[config.mk]
export PLATFORM = sky130hd
export DESIGN_NAME = cp0_regfile
export DESIGN_NICKNAME = d
export VERILOG_FILES = /design/src/rtl/cp0_regfile_pkg.sv /design/src/rtl/cp0_timer.sv /design/src/rtl/cp0_regfile.sv
export SDC_FILE = /design/constraint.sdc
export NUM_CORES = 1
export LEC_CHECK = 0
export ABC_AREA = 1
export ABC_CLOCK_PERIOD_IN_PS = 2650
export CORE_ASPECT_RATIO = 1.4
export CORE_UTILIZATION = 45
export DETAILED_ROUTE_END_ITERATION = 8
export MAX_ROUTING_LAYER = met4
export PLACE_DENSITY_LB_ADDON = 0.1
export REMOVE_ABC_BUFFERS = 1
export SLEW_MARGIN = 20
export SYNTH_ARGS = -nofsm -noshare
export SYNTH_HDL_FRONTEND = slang
export SYNTH_HIERARCHICAL = 1
export SYNTH_SLANG_ARGS = --single-unit
[constraint.sdc]
create_clock -name clk -period 2.65 [get_ports clk]
set_input_delay 0.53 -clock clk [delete_from_list [all_inputs] [get_ports clk]]
set_output_delay 0.53 -clock clk [all_outputs]
set_load 0.02 [all_outputs]
[src/rtl/cp0_regfile_pkg.sv]
// Shared CP0 definitions: register numbers, ExcCodes, Status/Cause bit positions
// and the per-cycle commit event used to arbitrate register updates.
package cp0_regfile_pkg;

  localparam logic [4:0] CP0_BADVADDR = 5'd8;
  localparam logic [4:0] CP0_COUNT    = 5'd9;
  localparam logic [4:0] CP0_COMPARE  = 5'd11;
  localparam logic [4:0] CP0_STATUS   = 5'd12;
  localparam logic [4:0] CP0_CAUSE    = 5'd13;
  localparam logic [4:0] CP0_EPC      = 5'd14;

  localparam logic [4:0] EXC_INT  = 5'd0;
  localparam logic [4:0] EXC_ADEL = 5'd4;
  localparam logic [4:0] EXC_ADES = 5'd5;
  localparam logic [4:0] EXC_SYS  = 5'd8;
  localparam logic [4:0] EXC_BP   = 5'd9;
  localparam logic [4:0] EXC_RI   = 5'd10;
  localparam logic [4:0] EXC_OV   = 5'd12;

  localparam int STATUS_IE_BIT  = 0;
  localparam int STATUS_EXL_BIT = 1;
  localparam int CAUSE_TI_BIT   = 30;
  localparam int CAUSE_BD_BIT   = 31;

  typedef enum logic [1:0] {
    EV_NONE = 2'd0,
    EV_EX   = 2'd1,
    EV_ERET = 2'd2,
    EV_MTC0 = 2'd3
  } cp0_event_e;

  function automatic logic is_addr_exc(input logic [4:0] excode);
    return (excode == EXC_ADEL) || (excode == EXC_ADES);
  endfunction

endpackage

[src/rtl/cp0_timer.sv]
// CP0 Count/Compare timer: divided Count, Compare and the sticky timer interrupt TI.
// Instantiated by cp0_regfile only when CP0_TIMER_EN is defined.
module cp0_timer #(
  parameter int COUNT_DIV = 2
) (
  input  logic        clk,
  input  logic        resetn,
  input  logic        we_count,
  input  logic        we_compare,
  input  logic [31:0] wdata,
  output logic [31:0] count,
  output logic [31:0] compare,
  output logic        ti
);

  logic        r_phase;
  logic [31:0] r_count;
  logic [31:0] r_compare;
  logic        r_ti;
  logic        w_tick;

  assign w_tick = (COUNT_DIV == 1) ? 1'b1 : r_phase;

  // A Count write beats the increment; a Compare write beats a same-edge TI set.
  always_ff @(posedge clk or negedge resetn) begin
    if (!resetn) begin
      r_phase   <= 1'b0;
      r_count   <= 32'd0;
      r_compare <= 32'd0;
      r_ti      <= 1'b0;
    end else begin
      r_phase <= (COUNT_DIV == 1) ? 1'b0 : ~r_phase;
      if (we_count) begin
        r_count <= wdata;
      end else if (w_tick) begin
        r_count <= r_count + 32'd1;
      end
      if (we_compare) begin
        r_compare <= wdata;
      end
      if (we_compare) begin
        r_ti <= 1'b0;
      end else if (w_tick && (r_count == r_compare)) begin
        r_ti <= 1'b1;
      end
    end
  end

  assign count   = r_count;
  assign compare = r_compare;
  assign ti      = r_ti;

endmodule

[src/rtl/cp0_regfile.sv]
// MIPS CP0 register file for the WB stage (BadVAddr, Count, Compare, Status, Cause, EPC).
// Define CP0_TIMER_EN to implement Count/Compare and the timer interrupt.
module cp0_regfile
  import cp0_regfile_pkg::*;
#(
  parameter logic [31:0] STATUS_RST = 32'h0040_0000,
  parameter int          COUNT_DIV  = 2
) (
  input  logic        clk,
  input  logic        resetn,
  input  logic        mtc0_we,
  input  logic [4:0]  cp0_addr,
  input  logic [31:0] cp0_wdata,
  output logic [31:0] cp0_rdata,
  input  logic        wb_ex,
  input  logic [4:0]  wb_excode,
  input  logic        wb_bd,
  input  logic [31:0] wb_pc,
  input  logic [31:0] wb_badvaddr,
  input  logic        wb_eret,
  input  logic [5:0]  hw_int,
  output logic [31:0] cp0_epc,
  output logic        cp0_status_exl,
  output logic        int_pending
);

  if ((COUNT_DIV != 1) && (COUNT_DIV != 2)) begin : g_bad_div
    $error("cp0_regfile: COUNT_DIV must be 1 or 2");
  end

  logic [7:0]  r_status_im;
  logic        r_status_exl;
  logic        r_status_ie;
  logic        r_cause_bd;
  logic [4:0]  r_cause_exc;
  logic [1:0]  r_cause_ip_sw;
  logic [5:0]  r_hw_ip;
  logic [31:0] r_epc;
  logic [31:0] r_badvaddr;
  logic        r_int_pending;

  cp0_event_e  w_ev;
  logic [31:0] w_count;
  logic [31:0] w_compare;
  logic        w_ti;
  logic [7:0]  w_cause_ip;
  logic [31:0] w_status;
  logic [31:0] w_cause;
  logic [31:0] w_rdata;

  // Only the highest-priority commit of the cycle takes effect.
  always_comb begin
    if (wb_ex) begin
      w_ev = EV_EX;
    end else if (wb_eret) begin
      w_ev = EV_ERET;
    end else if (mtc0_we) begin
      w_ev = EV_MTC0;
    end else begin
      w_ev = EV_NONE;
    end
  end

`ifdef CP0_TIMER_EN
  logic w_we_count;
  logic w_we_compare;

  assign w_we_count   = (w_ev == EV_MTC0) && (cp0_addr == CP0_COUNT);
  assign w_we_compare = (w_ev == EV_MTC0) && (cp0_addr == CP0_COMPARE);

  cp0_timer #(
    .COUNT_DIV (COUNT_DIV)
  ) u_timer (
    .clk        (clk),
    .resetn     (resetn),
    .we_count   (w_we_count),
    .we_compare (w_we_compare),
    .wdata      (cp0_wdata),
    .count      (w_count),
    .compare    (w_compare),
    .ti         (w_ti)
  );
`else
  assign w_count   = 32'd0;
  assign w_compare = 32'd0;
  assign w_ti      = 1'b0;
`endif

  assign w_cause_ip = {r_hw_ip[5] | w_ti, r_hw_ip[4:0], r_cause_ip_sw};
  assign w_status   = {STATUS_RST[31:16], r_status_im, STATUS_RST[7:2], r_status_exl, r_status_ie};
  assign w_cause    = {r_cause_bd, w_ti, 14'd0, w_cause_ip, 1'b0, r_cause_exc, 2'b00};

  // CP0 state update; EPC/BD are frozen while already at exception level.
  always_ff @(posedge clk or negedge resetn) begin
    if (!resetn) begin
      r_status_im   <= STATUS_RST[15:8];
      r_status_exl  <= STATUS_RST[STATUS_EXL_BIT];
      r_status_ie   <= STATUS_RST[STATUS_IE_BIT];
      r_cause_bd    <= 1'b0;
      r_cause_exc   <= EXC_INT;
      r_cause_ip_sw <= 2'b00;
      r_hw_ip       <= 6'd0;
      r_epc         <= 32'd0;
      r_badvaddr    <= 32'd0;
      r_int_pending <= 1'b0;
    end else begin
      r_hw_ip       <= hw_int;
      r_int_pending <= r_status_ie & ~r_status_exl & (|(r_status_im & w_cause_ip));
      case (w_ev)
        EV_EX: begin
          r_cause_exc  <= wb_excode;
          r_status_exl <= 1'b1;
          if (!r_status_exl) begin
            r_epc      <= wb_bd ? (wb_pc - 32'd4) : wb_pc;
            r_cause_bd <= wb_bd;
          end
          if (is_addr_exc(wb_excode)) begin
            r_badvaddr <= wb_badvaddr;
          end
        end
        EV_ERET: begin
          r_status_exl <= 1'b0;
        end
        EV_MTC0: begin
          case (cp0_addr)
            CP0_STATUS: begin
              r_status_im  <= cp0_wdata[15:8];
              r_status_exl <= cp0_wdata[STATUS_EXL_BIT];
              r_status_ie  <= cp0_wdata[STATUS_IE_BIT];
            end
            CP0_CAUSE: r_cause_ip_sw <= cp0_wdata[9:8];
            CP0_EPC:   r_epc         <= cp0_wdata;
            default:   ;
          endcase
        end
        default: ;
      endcase
    end
  end

  // mfc0 read mux; reads see pre-commit state.
  always_comb begin
    w_rdata = 32'd0;
    case (cp0_addr)
      CP0_BADVADDR: w_rdata = r_badvaddr;
      CP0_COUNT:    w_rdata = w_count;
      CP0_COMPARE:  w_rdata = w_compare;
      CP0_STATUS:   w_rdata = w_status;
      CP0_CAUSE:    w_rdata = w_cause;
      CP0_EPC:      w_rdata = r_epc;
      default:      w_rdata = 32'd0;
    endcase
  end

  assign cp0_rdata      = w_rdata;
  assign cp0_epc        = r_epc;
  assign cp0_status_exl = r_status_exl;
  assign int_pending    = r_int_pending;

endmodule

==> results.json, run 1 <==
{
  "drtIter0Drc": 232,
  "grt_first_pass_wirelength_microns": 26000,
  "cts-root-buf": "clkbuf_16",
  "ys_seq_area_share_pct": 43.3,
  "finalMaxSlewViolations": 0,
  "path_clk_slew_ns": 0.07,
  "synth_commonest_cells": "nand2_1 (171), dfrtp_1 (89), inv_1 (87), nor2_1 (84), o21ai_0 (52)",
  "r2r_end": "cp0_epc[9]$_DFFE_PN0P_",
  "die_h_microns": 128,
  "h-tree-depth": 3,
  "grt_pass1_vias": 5456,
  "fp.dieW_microns": 92.3,
  "synth_area_leaders": "dfrtp_1 (43%), nand2_1 (12%), mux2_2 (7.4%)",
  "core_area_sq_mm": 0.0110,
  "fp-row-count": 45,
  "crit_path_top_delay_cell": "clkdlybuf4s50_1",
  "synth_top_area_share_pct": 43.3,
  "path_cells": "clkdlybuf4s50_1, nor2_4, nand2_2, nor2_4, buf_8, nand2_1, o21ai_0, clkdlybuf4s15_2",
  "synth_cells": 673,
  "ys_async_sr_fraction_pct": 100,
  "cts_hold_repair.buffers": 0,
  "numCtsBuffers": 9,
  "ios": 184,
  "end_kind": "output pin",
  "cts_sinks": 89,
  "yosysMostFrequentCell": "nand2_1",
  "wl_microns": 16700,
  "crit_buf_inv": 3,
  "track_usage_pct": 29.3,
  "fill_cells": 912,
  "skew_ns": 0.00585,
  "ir_drop_uv": 372,
  "yosys_warnings": 6,
  "crit_family": "buffers and inverters",
  "initial_core_util_pct": 46.8,
  "finalHoldViolCount": 0,
  "antenna_found_initial": 0,
  "grt_max_degree": 48,
  "synth_edf_count": 0,
  "ys.flop_type": "dfrtp_1",
  "dr.pass1.iters": 5,
  "relSlewSlack_pct": 56.8,
  "numPortBuffers": 183,
  "cap_violations": 0,
  "status": "complete, no violations",
  "worst_slew_pin_slew_ns": 0.649,
  "max-clock-path-buffers": 2,
  "max_freq_mhz": 385,
  "setup_viol": 0,
  "whs_ns": 0.212,
  "leakagePower_nw": 3.56,
  "power_density_mw_per_mm2": 627,
  "start_kind": "input pin",
  "cpPeakStageDelay_ns": 0.48,
  "hold_class": "input pin to asynchronous set/reset pin",
  "crit_top_cell": "nor2_4",
  "finalCritPeriodShare_pct": 97.9,
  "n_antenna_cell": 0,
  "reg2regPathDepth": 8,
  "num_vias": 5239,
  "cts_tree": "yes",
  "drc": 0,
  "final_layout_size_suffix_gt1_share_pct": 15.1,
  "cp.required_ns": 2.12,
  "critPathKind": "input pin to output pin",
  "postSynthAreaPerCell_sq_um": 7.64,
  "grt_overflow": 0,
  "post_drt_wl_per_cell_microns": 16.4,
  "path_max_fanout": 17,
  "clock_latency_ns": 0.34,
  "rsz0062_at_grt": "true",
  "cp-startpoint": "cp0_addr[1]",
  "syn_to_final_growth_pct": 49.2,
  "r2r_start": "cp0_status_exl$_DFFE_PN0P_",
  "final_net_count": 995,
  "synth.distinct_cells": 35,
  "cp_data_arrival_time_ns": 2.07,
  "min_period_ns": 2.60,
  "p_total_w": 0.00481,
  "dieArea_sq_mm": 0.0119,
  "place_congestion": 0.885,
  "vias_per_cell": 5.14,
  "r2r_setup_slack_ns": 1.13,
  "ant_nets": 0,
  "place.detailed.hpwl_microns": 12900,
  "netlist_area_sq_mm": 0.00514,
  "synth_top_cell_by_area": "dfrtp_1",
  "ys_seq_elements": 89
}
-- flip-flops by register name, summed over array words and instances (netlist names) --
name,cells
cp0_epc,32
cp0_status_exl,1
int_pending,1
r_badvaddr,32
r_cause_bd,1
r_cause_exc,5
r_cause_ip_sw,2
r_hw_ip,6
r_status_ie,1
r_status_im,8
-- what timing repair did --
action | 4_1_cts | 5_1_grt
setup endpoints to repair | 32 | 28
resized for setup | 129 | 18
setup buffers | 0 | 1
cloned | 0 | 1
pin swaps | 0 | 0
-- worst max path at each step --
| stage | slack (ns) | cells after the start | endpoint |
|---|---|---|---|
| after global routing | -0.02 | 8 | cp0_rdata[4] |
| after global placement | -0.28 | 9 | cp0_rdata[26] |
| after CTS | 0.003 | 9 | cp0_rdata[4] |
| after detailed placement | -0.39 | 9 | cp0_rdata[31] |
| final | 0.05 | 8 | cp0_rdata[28] |
| after floorplan | -1.12 | 9 | cp0_epc[5]$_DFFE_PN0P_ |
-- area by class of cell --
type	count	area, sq um	area share [%]
sequential	89	2230	29.0
clock inverter	6	65.1	0.848
tap	141	176	2.30
timing repair buffer	213	2140	27.9
clock buffer	10	239	3.12
inverter	90	338	4.40
multi-input combinational	470	2480	32.4
-- where the power goes --
part	total (W)	leakage (nW)	switching, W	internal [W]
clock	0.00132	0.149	0.000555	0.000760
combinational	0.00157	2.32	0.000793	0.000773
sequential	0.00193	1.09	0.000227	0.00170
total	0.00481	3.56	0.00158	0.00324
-- worst reg2reg max path, stage by stage (launching register included) --
cell	delay, ns
dfrtp_1	0.38
inv_1	0.17
nand2_1	0.11
o21ai_1	0.10
nand2_1	0.14
buf_4	0.23
a21oi_1	0.12
o21ai_0	0.11
o21ai_0	0.09
-- cells in the final DEF (no fill, tap or decap), drive strengths merged, types with 4 or more instances in the layout --
cell type	netlist	final
nand2	175	175
clkdlybuf4s50	0	148
nor2	92	92
inv	89	91
dfrtp	89	89
o21ai	60	60
buf	15	44
mux2	34	34
a21oi	24	24
nand3	23	23
clkdlybuf4s15	0	19
nand4	11	11
clkbuf	9	10
xor2	8	8
o211ai	7	7
o221ai	6	6
o2111ai	6	6
o22ai	5	5
ha	4	4
-- layer usage --
metal,up-vias,track usage [%],part of all wire [%]
met2,171,54.2,54
met4,0,10.1,2.5
met5,-,-,0
li1,2581,-,-
met3,34,3.66,4.5
met1,2453,32.0,39
-- per-stage QoR --
| step | utilization, % | instances | TNS, ns | setup WS [ns] | instance area [sq um] |
|---|---|---|---|---|---|
| final | 69.9 | 1019 | 0 | 0.0546 | 7670 |
| after global routing | 69.9 | 1019 | -0.110 | -0.0213 | 7670 |
| after CTS | 69.6 | 1017 | 0 | 0.00269 | 7640 |
| after detailed placement | 66.8 | 1001 | -11.05 | -0.390 | 7340 |
| after global placement | 66.8 | 1001 | -8.15 | -0.284 | 7340 |
| after floorplan | - | 649 | -29.98 | -1.12 | 5030 |
-- logic make-up after synthesis --
group / Yosys count / share of synthesized area [%]
xor gates and xnor gates: 9 / 1.53
adders and majority gates: 4 / 0.974
DFF: 89 / 43.3
AOI/OAI and AO/OA: 118 / 13.3
muxes: 34 / 7.45
buffers and inverters: 114 / 8.79
and+or+nand+nor: 305 / 24.6
No activity file was read; power rests on OpenSTA's default activity.
==> inputs of run 2 (changes only) <==
--- a/config.mk
+++ b/config.mk
@@ -13,7 +13,6 @@
 export MAX_ROUTING_LAYER = met4
 export PLACE_DENSITY_LB_ADDON = 0.1
 export REMOVE_ABC_BUFFERS = 1
-export SLEW_MARGIN = 20
 export SYNTH_ARGS = -nofsm -noshare
 export SYNTH_HDL_FRONTEND = slang
 export SYNTH_HIERARCHICAL = 1
==> results of run 2 <==
No change in the layout: final DEF, timing and power equal those of run 1.
